**src/rtl/pwl_mac_bf16_pipe.sv**
```systemverilog
// ---------------------------------------------------------------------------
// pwl_mac_bf16_pipe
//
// Piecewise-linear function evaluator for BF16 operands. A programmable table
// holds one (base, slope) pair per exponent segment, optionally split into
// 2^SUBSEG_BITS sub-segments by the top mantissa bits. Each sample computes
// base + (frac * slope) >> FW in a two-stage valid/ready pipeline. NaN,
// overflow and underflow inputs produce fixed results.
//
// Ports:
//   clk_i          sole clock, rising edge
//   rst_n_i        synchronous active-low reset (also clears the table)
//   in_valid_i     input sample valid
//   in_ready_o     pipeline can take a sample this cycle
//   x_i[15:0]      BF16 operand
//   out_valid_o    result valid
//   out_ready_i    downstream takes the result this cycle
//   y_o[15:0]      BF16 result
//   cfg_w_en_i     table write strobe
//   cfg_sgn_i      table half (operand sign) to write
//   cfg_idx_i      table entry to write
//   cfg_base_i     base value to write
//   cfg_offset_i   slope value to write
// ---------------------------------------------------------------------------
module pwl_mac_bf16_pipe #(
    parameter int EMIN        = -7,
    parameter int EMAX        = 6,
    parameter int SUBSEG_BITS = 0,
    localparam int NENT       = EMAX - EMIN,
    localparam int IW         = $clog2(NENT) + SUBSEG_BITS
) (
    input  logic          clk_i,
    input  logic          rst_n_i,
    input  logic          in_valid_i,
    output logic          in_ready_o,
    input  logic [15:0]   x_i,
    output logic          out_valid_o,
    input  logic          out_ready_i,
    output logic [15:0]   y_o,
    input  logic          cfg_w_en_i,
    input  logic          cfg_sgn_i,
    input  logic [IW-1:0] cfg_idx_i,
    input  logic [15:0]   cfg_base_i,
    input  logic [15:0]   cfg_offset_i
);

    localparam int DEPTH = NENT << SUBSEG_BITS;
    localparam int FW    = 7 - SUBSEG_BITS;
    localparam int LO    = 127 + EMIN;
    localparam int HI    = 127 + EMAX;

    logic [15:0]   baseMem_q [2][DEPTH];
    logic [15:0]   offMem_q  [2][DEPTH];

    logic          s1Valid_q;
    logic          s1Sign_q;
    logic [6:0]    s1Mant_q;
    logic          s1Nan_q;
    logic          s1Hi_q;
    logic          s1Lo_q;
    logic [15:0]   s1Base_q;
    logic [15:0]   s1Off_q;

    logic          s2Valid_q;
    logic [15:0]   y_q;
    logic [15:0]   y_d;

    logic          s1Adv;
    logic          s2Adv;
    logic          cfgInRange;

    logic [7:0]    inExp;
    logic [6:0]    inMant;
    logic          inNan;
    logic          inHi;
    logic          inLo;
    logic [31:0]   segOff;
    logic [IW-1:0] readIdx;
    logic [15:0]   readBase;
    logic [15:0]   readOff;

    logic [6:0]    s1Frac;
    logic [22:0]   product;
    logic [15:0]   approx;

    // Handshake: a stage may load when it is empty or its consumer is moving.
    // in_ready deliberately never looks at in_valid.
    assign s2Adv       = !s2Valid_q || out_ready_i;
    assign s1Adv       = !s1Valid_q || s2Adv;
    assign in_ready_o  = s1Adv;
    assign out_valid_o = s2Valid_q;
    assign y_o         = y_q;

    // Writes past the populated depth are dropped (the index field may be
    // wider than the table when NENT is not a power of two).
    assign cfgInRange = {1'b0, cfg_idx_i} < (IW+1)'(DEPTH);

    // Classify the incoming operand and look up its segment. The table read
    // is combinational from the registered contents, so a write landing on
    // the same edge as acceptance is not seen by that sample.
    always_comb begin
        inExp    = x_i[14:7];
        inMant   = x_i[6:0];
        inNan    = (inExp == 8'hFF) && (inMant != 7'd0);
        inHi     = int'(inExp) >= HI;
        inLo     = int'(inExp) < LO;
        segOff   = 32'(int'(inExp) - LO);
        readIdx  = IW'((segOff << SUBSEG_BITS) | (32'(inMant) >> FW));
        readBase = 16'h0000;
        readOff  = 16'h0000;
        if (!inHi && !inLo) begin
            readBase = baseMem_q[x_i[15]][readIdx];
            readOff  = offMem_q[x_i[15]][readIdx];
        end
    end

    // Coefficient table: cleared by reset, written one (base, slope) pair
    // at a time.
    always_ff @(posedge clk_i) begin
        if (!rst_n_i) begin
            for (int s = 0; s < 2; s++) begin
                for (int i = 0; i < DEPTH; i++) begin
                    baseMem_q[s][i] <= 16'h0000;
                    offMem_q[s][i]  <= 16'h0000;
                end
            end
        end else if (cfg_w_en_i && cfgInRange) begin
            baseMem_q[cfg_sgn_i][cfg_idx_i] <= cfg_base_i;
            offMem_q[cfg_sgn_i][cfg_idx_i]  <= cfg_offset_i;
        end
    end

    // Stage 1 holds the operand fields, range flags and the coefficients as
    // they were at acceptance, so later table writes cannot disturb it.
    always_ff @(posedge clk_i) begin
        if (!rst_n_i) begin
            s1Valid_q <= 1'b0;
            s1Sign_q  <= 1'b0;
            s1Mant_q  <= 7'd0;
            s1Nan_q   <= 1'b0;
            s1Hi_q    <= 1'b0;
            s1Lo_q    <= 1'b0;
            s1Base_q  <= 16'h0000;
            s1Off_q   <= 16'h0000;
        end else if (s1Adv) begin
            s1Valid_q <= in_valid_i;
            if (in_valid_i) begin
                s1Sign_q <= x_i[15];
                s1Mant_q <= inMant;
                s1Nan_q  <= inNan;
                s1Hi_q   <= inHi;
                s1Lo_q   <= inLo;
                s1Base_q <= readBase;
                s1Off_q  <= readOff;
            end
        end
    end

    // Interpolation and special-case selection. The product is kept at full
    // width and the final sum wraps modulo 2^16 without saturation.
    always_comb begin
        s1Frac  = s1Mant_q & 7'((1 << FW) - 1);
        product = 23'(s1Frac) * 23'(s1Off_q);
        approx  = s1Base_q + 16'(product >> FW);
        y_d     = approx;
        if (s1Nan_q) begin
            y_d = 16'h7FC0;
        end else if (s1Hi_q) begin
            y_d = s1Sign_q ? 16'hFF80 : 16'h7F80;
        end else if (s1Lo_q) begin
            y_d = 16'h0000;
        end
    end

    // Stage 2 is the output register; it holds while downstream stalls.
    always_ff @(posedge clk_i) begin
        if (!rst_n_i) begin
            s2Valid_q <= 1'b0;
            y_q       <= 16'h0000;
        end else if (s2Adv) begin
            s2Valid_q <= s1Valid_q;
            if (s1Valid_q) begin
                y_q <= y_d;
            end
        end
    end

endmodule

```
**config.mk**
```make
export PLATFORM = sky130hd
export DESIGN_NAME = pwl_mac_bf16_pipe
export DESIGN_NICKNAME = d
export VERILOG_FILES = /design/src/rtl/pwl_mac_bf16_pipe.sv
export SDC_FILE = /design/constraint.sdc
export NUM_CORES = 1
export LEC_CHECK = 0
export ABC_AREA = 1
export BUFFER_PORTS_ARGS = -buffer_cell sky130_fd_sc_hd__buf_2
export CORE_MARGIN = 2
export CORE_UTILIZATION = 45
export DETAILED_ROUTE_END_ITERATION = 12
export GPL_ROUTABILITY_DRIVEN = 0
export GPL_TIMING_DRIVEN = 0
export HOLD_SLACK_MARGIN = 0.08
export SYNTH_ARGS = -nofsm -noshare
export SYNTH_HDL_FRONTEND = slang
export SYNTH_SLANG_ARGS = --single-unit
export TNS_END_PERCENT = 5
```
**constraint.sdc**
```tcl
create_clock -name clk_i -period 15.25 [get_ports clk_i]
set_input_delay 2.2875 -clock clk_i [delete_from_list [all_inputs] [get_ports clk_i]]
set_output_delay 2.2875 -clock clk_i [all_outputs]
set_load 0.005 [all_outputs]
```
* Word-level counts from Yosys, hierarchy flattened
Memories as Yosys holds them, arrays and structs flattened. Index checks and enable logic that the tools add are counted.
Word-level totals: register bits after elaboration 61, bits in writable memories 832, input bits 58, output and inout port bits 18, logic and storage cells 63, memories 2
Memory list:
- baseMem_q | depth 2, width 208, rd ports 1, clocked after Yosys merged registers in 0, wr ports 2, RTL line 52 | logic [15:0] baseMem_q [2][DEPTH];
- offMem_q | depth 2, width 208, rd ports 1, clocked after Yosys merged registers in 0, wr ports 2, RTL line 53 | logic [15:0] offMem_q [2][DEPTH];
Operators by class: $add $sub $neg 2, multiply operators 1, magnitude comparators 6, equal/unequal tests 1, mux-type cells 24, bitwise gates (word level) 2, reductions and logical operators 15
Operators by type and width (count):
- $mux 208 | 5
- $reduce_or 208->1 | 2
- $mux 16 | 11
- $bmux 16 s4 | 2
- $demux 16 s4 | 1
- $mul 7x16->23 | 1
- $add 16x16->16 | 1
- $ge 5x5->1 const B | 2
- $not 4->5 | 2
- $eq 8x8->1 const B | 1
- $ge 8x8->1 const B | 1
- $lt 8x7->1 const B | 1
- $reduce_bool 7->1 | 1
- $lt 5x1->1 const B | 1
- $mux 1 | 5
- $logic_and 1x1->1 | 4
- $logic_not 1->1 | 4
- $lt 4x4->1 const B | 1
- $reduce_and 2->1 | 2
- $sub 4x4->4 const B | 1
- $logic_or 1x1->1 | 2

* Depth between registers and ports, before layout
depth after elaboration 8, gate-level depth with buffers 35, depth with buffers taken out 33

* Least setup slack after synthesis
OpenSTA, ideal clock, no wires.
path type reg2reg, start register s1Mant_q[4], in the netlist s1Frac[4], end register y_q[15], in the netlist y_o[15], data arrival time 5.255 ns, data required time 15.179 ns, setup slack 9.924 ns, cell stages (with the launch flop) 28, buffers on the path 2, clock period less this slack 5.326 ns, cells stage by stage dfxtp_1 clkbuf_1 clkbuf_1 nand2_1 fa_1 fa_1 inv_1 fa_1 fa_1 ha_1 a21oi_1 o21ai_0 a21oi_1 o21ai_2 nand2_1 nand2_1 nand2_1 nand2_1 xor2_1 ha_1 a21oi_1 o21a_1 o21ai_0 a21oi_1 inv_1 nand2_1 nand3_1 a21oi_1
Between the ends: word-level cells in the longest chain between the ends 5
RTL lines:
- start, declared | RTL line 57 | logic [6:0] s1Mant_q;
- start signal, assigned | RTL line 149 | s1Mant_q <= inMant;
- $mul 7x16->23 | RTL line 163 | product = 23'(s1Frac) * 23'(s1Off_q);
- $add 16x16->16 | RTL line 164 | approx = s1Base_q + 16'(product >> FW);
- $mux 16 | RTL line 170 | end else if (s1Lo_q) begin
- $mux 16 | RTL line 168 | end else if (s1Hi_q) begin
- $mux 16 | RTL line 166 | if (s1Nan_q) begin
- end signal, assigned | RTL line 183 | y_q <= y_d;
- end, declared | RTL line 65 | logic [15:0] y_q;
Every way passes these cells. A chain may end at the register's enable or synchronous reset.

* Worst setup path in the final report
start register s1Mant_q[5], in the netlist s1Frac[5], end register y_q[15], in the netlist y_o[15]
The elaborated chain is that of the path after synthesis.

==> impl_metrics.json <==
{
  "status": "finished with violations",
  "violations": "max-capacitance violations",
  "setup_ws_ns": 8.57,
  "area_delta_synth_final_pct": 13.4,
  "setup-tns-final_ns": 0,
  "via_per_inst": 5.78,
  "overflow": 0,
  "slew_headroom_pct": 0.269,
  "cp-start-kind": "flip-flop",
  "syn-cell-area_um2": 42000,
  "critPathKind": "reg -> reg",
  "htree_levels": 3,
  "rows": 112,
  "worstMarginPinSlew_ns": 1.49,
  "fp.dieArea_um2": 95700,
  "drv_cap": 1,
  "cts_sinks": 893,
  "skew_ns": 0.0282,
  "critPathMaxStageDelay_ns": 0.55,
  "crit_arrival_ns": 7.30,
  "swShare_pct": 25.8,
  "synth-seq-cells": 893,
  "die_y_um": 309,
  "post_cts_buffers": 0,
  "yosys_warnings": 0,
  "hold_class": "reg -> reg",
  "ctsResizeCount": 0,
  "power_frac_clock_pct": 39.5,
  "hpwl_mm": 106,
  "num_vias": 33100,
  "setup_viol": 0,
  "critPathRequiredTime_ns": 15.86,
  "post-route-period-util_pct": 43.8,
  "clk_latency_ns": 0.69,
  "clkTransAtPathRegs_ns": 0.06,
  "cp_max_fo": 10,
  "cp-end-kind": "flip-flop",
  "place_ws_ns": 8.71,
  "pwr-share-comb_pct": 10.3,
  "first_pass_iters": 6,
  "pwr-share-seq_pct": 50.2,
  "synth_nets": 4388,
  "final_cell_mix": "nand2_1, edfxtp_1, nor2_1, a21oi_1, nand3_1",
  "clockRootBuffer": "clkbuf_16",
  "core_area_um2": 92900,
  "antenna_found_initial": 4,
  "initial_utilization_pct": 45.2,
  "final.min_clock_period_ns": 6.68,
  "grt_pass1_vias": 31300,
  "layout_commonest_cell": "nand2_1",
  "hp-start": "y_o[4]",
  "drc_errors": 0,
  "r2r_start": "s1Frac[5]",
  "drv_slew": 0,
  "cellLeakagePower_nw": 19.2,
  "cp_common_cell": "nand2_1",
  "grt_pass1_wl_mm": 213,
  "p_switching_w": 0.00151,
  "grt_max_degree": 33,
  "cts_buffers": 97,
  "nets": 4584,
  "routed_wl_mm": 150,
  "final-hold-violation-count": 0,
  "drive_gt1_share_pct": 9.31,
  "portBuffers": 72,
  "yosysSeqAreaShare_pct": 62.4,
  "postSynthAreaPerCell_um2": 9.98,
  "startpoint": "s1Frac[5]",
  "cpMaxStageDelayCell": "clkbuf_1",
  "clk_path_buf_depth": 3,
  "drtIter0Drc": 4874,
  "io_pins": 76,
  "timing.fmax_ghz": 0.150,
  "chipWidth_um": 309,
  "synth_cells": 4207,
  "power_density_nw_per_um2": 123,
  "drtAntennaViolNets": 0,
  "hold_buffers": 0,
  "grtUsageTotal_pct": 31.2,
  "power.internal_w": 0.00434,
  "synth_cell_types": 40,
  "rsz0062_at_grt": "false",
  "cts_tree": "built",
  "post-route-util_pct": 51.2,
  "wl_per_cell_um": 26.2,
  "vdd_drop_max_v": 0.0000876
}
[power by group through the flow]
stage	Sequential, W	Clock, W	Combinational [W]
floorplan	0.00297	0	0.000318
global route	0.00295	0.00239	0.000632
detailed placement	0.00298	0	0.000581
global placement	0.00299	0	0.000544
finish	0.00293	0.00231	0.000599
CTS	0.00293	0.00230	0.000584
[sequential cells by signal, summed over array words and instances, names as in the netlist]
signal,flops
baseMem_q,416
offMem_q,416
out_valid_o,1
s1Base_q,16
s1Frac,7
s1Hi_q,1
s1Lo_q,1
s1Nan_q,1
s1Off_q,16
s1Sign_q,1
s1Valid_q,1
y_o,16
[cell families (layout without fill, tap and decap cells)]
family	count (synthesis)	after routing	synth area share [%]
flip-flops	893	893	62.4
other	0	3	0
AO/OA/AOI/OAI	575	575	7.36
XOR/XNOR	20	20	0.417
buffers and inverters	540	811	5.35
adder cells (fa/ha/maj)	123	123	4.90
AND/OR/NAND/NOR	2056	2056	19.5
[stage by stage]
| stage | hold slack (ns) | cells | instance area (um2) | total power (W) |
|---|---|---|---|---|
| 3_3_place_gp | 0.456 | 5533 | 43900 | 0.00353 |
| 4_1_cts | 0.470 | 5732 | 47600 | 0.00582 |
| 6_report | 0.468 | 5735 | 47600 | 0.00585 |
| 5_1_grt | 0.484 | 5734 | 47600 | 0.00598 |
| 3_5_place_dp | 0.461 | 5558 | 44500 | 0.00357 |
| 2_1_floorplan | 0.445 | 4207 | 42000 | 0.00329 |
[critical path, delay by kind of cell (launching register included)]
kind | cells | cell delay (ns)
AO/OA/AOI/OAI | 8 | 1.44
XOR/XNOR | 1 | 0.33
adder cells (fa/ha/maj) | 6 | 2.63
buffers and inverters | 4 | 1.16
flip-flops | 1 | 0.30
AND/OR/NAND/NOR | 8 | 0.70
[worst paths after layout]
check	slack [ns]	depth (start not counted)	to
worst min-delay path	0.47	2	y_o[4]
worst max register to register	8.57	27	y_o[15]
worst min register to register	0.47	2	y_o[4]
worst max-delay path	8.57	27	y_o[15]
[layout make-up]
class / count / area [um2]
Fill cell: 8462 / 45300
Sequential cell: 893 / 26200
Multi-Input combinational cell: 2774 / 13600
Clock buffer: 118 / 2590
Tap cell: 1254 / 1570
Buffer: 289 / 1300
Inverter: 251 / 945
Timing Repair Buffer: 97 / 876
Clock inverter: 56 / 452
Antenna cell: 3 / 7.51
[metal layers]
| layer | GRT usage (%) | share of wire [%] | up-vias | routed length [um] |
|---|---|---|---|---|
| li1 | - | - | 14500 | - |
| met1 | 42.9 | 40 | 16100 | 59400 |
| met2 | 46.9 | 43 | 2121 | 65100 |
| met3 | 6.87 | 11 | 397 | 17200 |
| met4 | 15.4 | 5.5 | 0 | 8290 |
| met5 | 0 | 0 | - | 0 |
[synthesized netlist by cell type, drive strengths merged]
| cell type | instances | area, um2 |
|---|---|---|
| nor3 | 71 | 355 |
| xor2 | 14 | 123 |
| a21oi | 409 | 2050 |
| fa | 69 | 1380 |
| o21a | 1 | 7.51 |
| clkinv | 2 | 7.51 |
| a31oi | 4 | 25.0 |
| dfxtp | 61 | 1220 |
| a22oi | 31 | 233 |
| o21ai | 82 | 414 |
| a32oi | 1 | 8.76 |
| a21o | 3 | 22.5 |
| nand3b | 2 | 15.0 |
| o21bai | 2 | 15.0 |
| ha | 54 | 676 |
| nor2 | 577 | 2210 |
| o211ai | 3 | 22.5 |
| inv | 249 | 937 |
| nand2 | 1148 | 4310 |
| xnor2 | 6 | 52.6 |
| o31ai | 2 | 15.0 |
| o22ai | 1 | 6.26 |
| nand4 | 7 | 43.8 |
| clkbuf | 131 | 494 |
| a2111o | 1 | 11.3 |
| a211oi | 35 | 263 |
| nand3 | 246 | 1230 |
| or2 | 2 | 12.5 |
| edfxtp | 832 | 25000 |
| nor4 | 3 | 18.8 |
| buf | 158 | 808 |
Note: power is estimated with default switching activity, not from simulation.
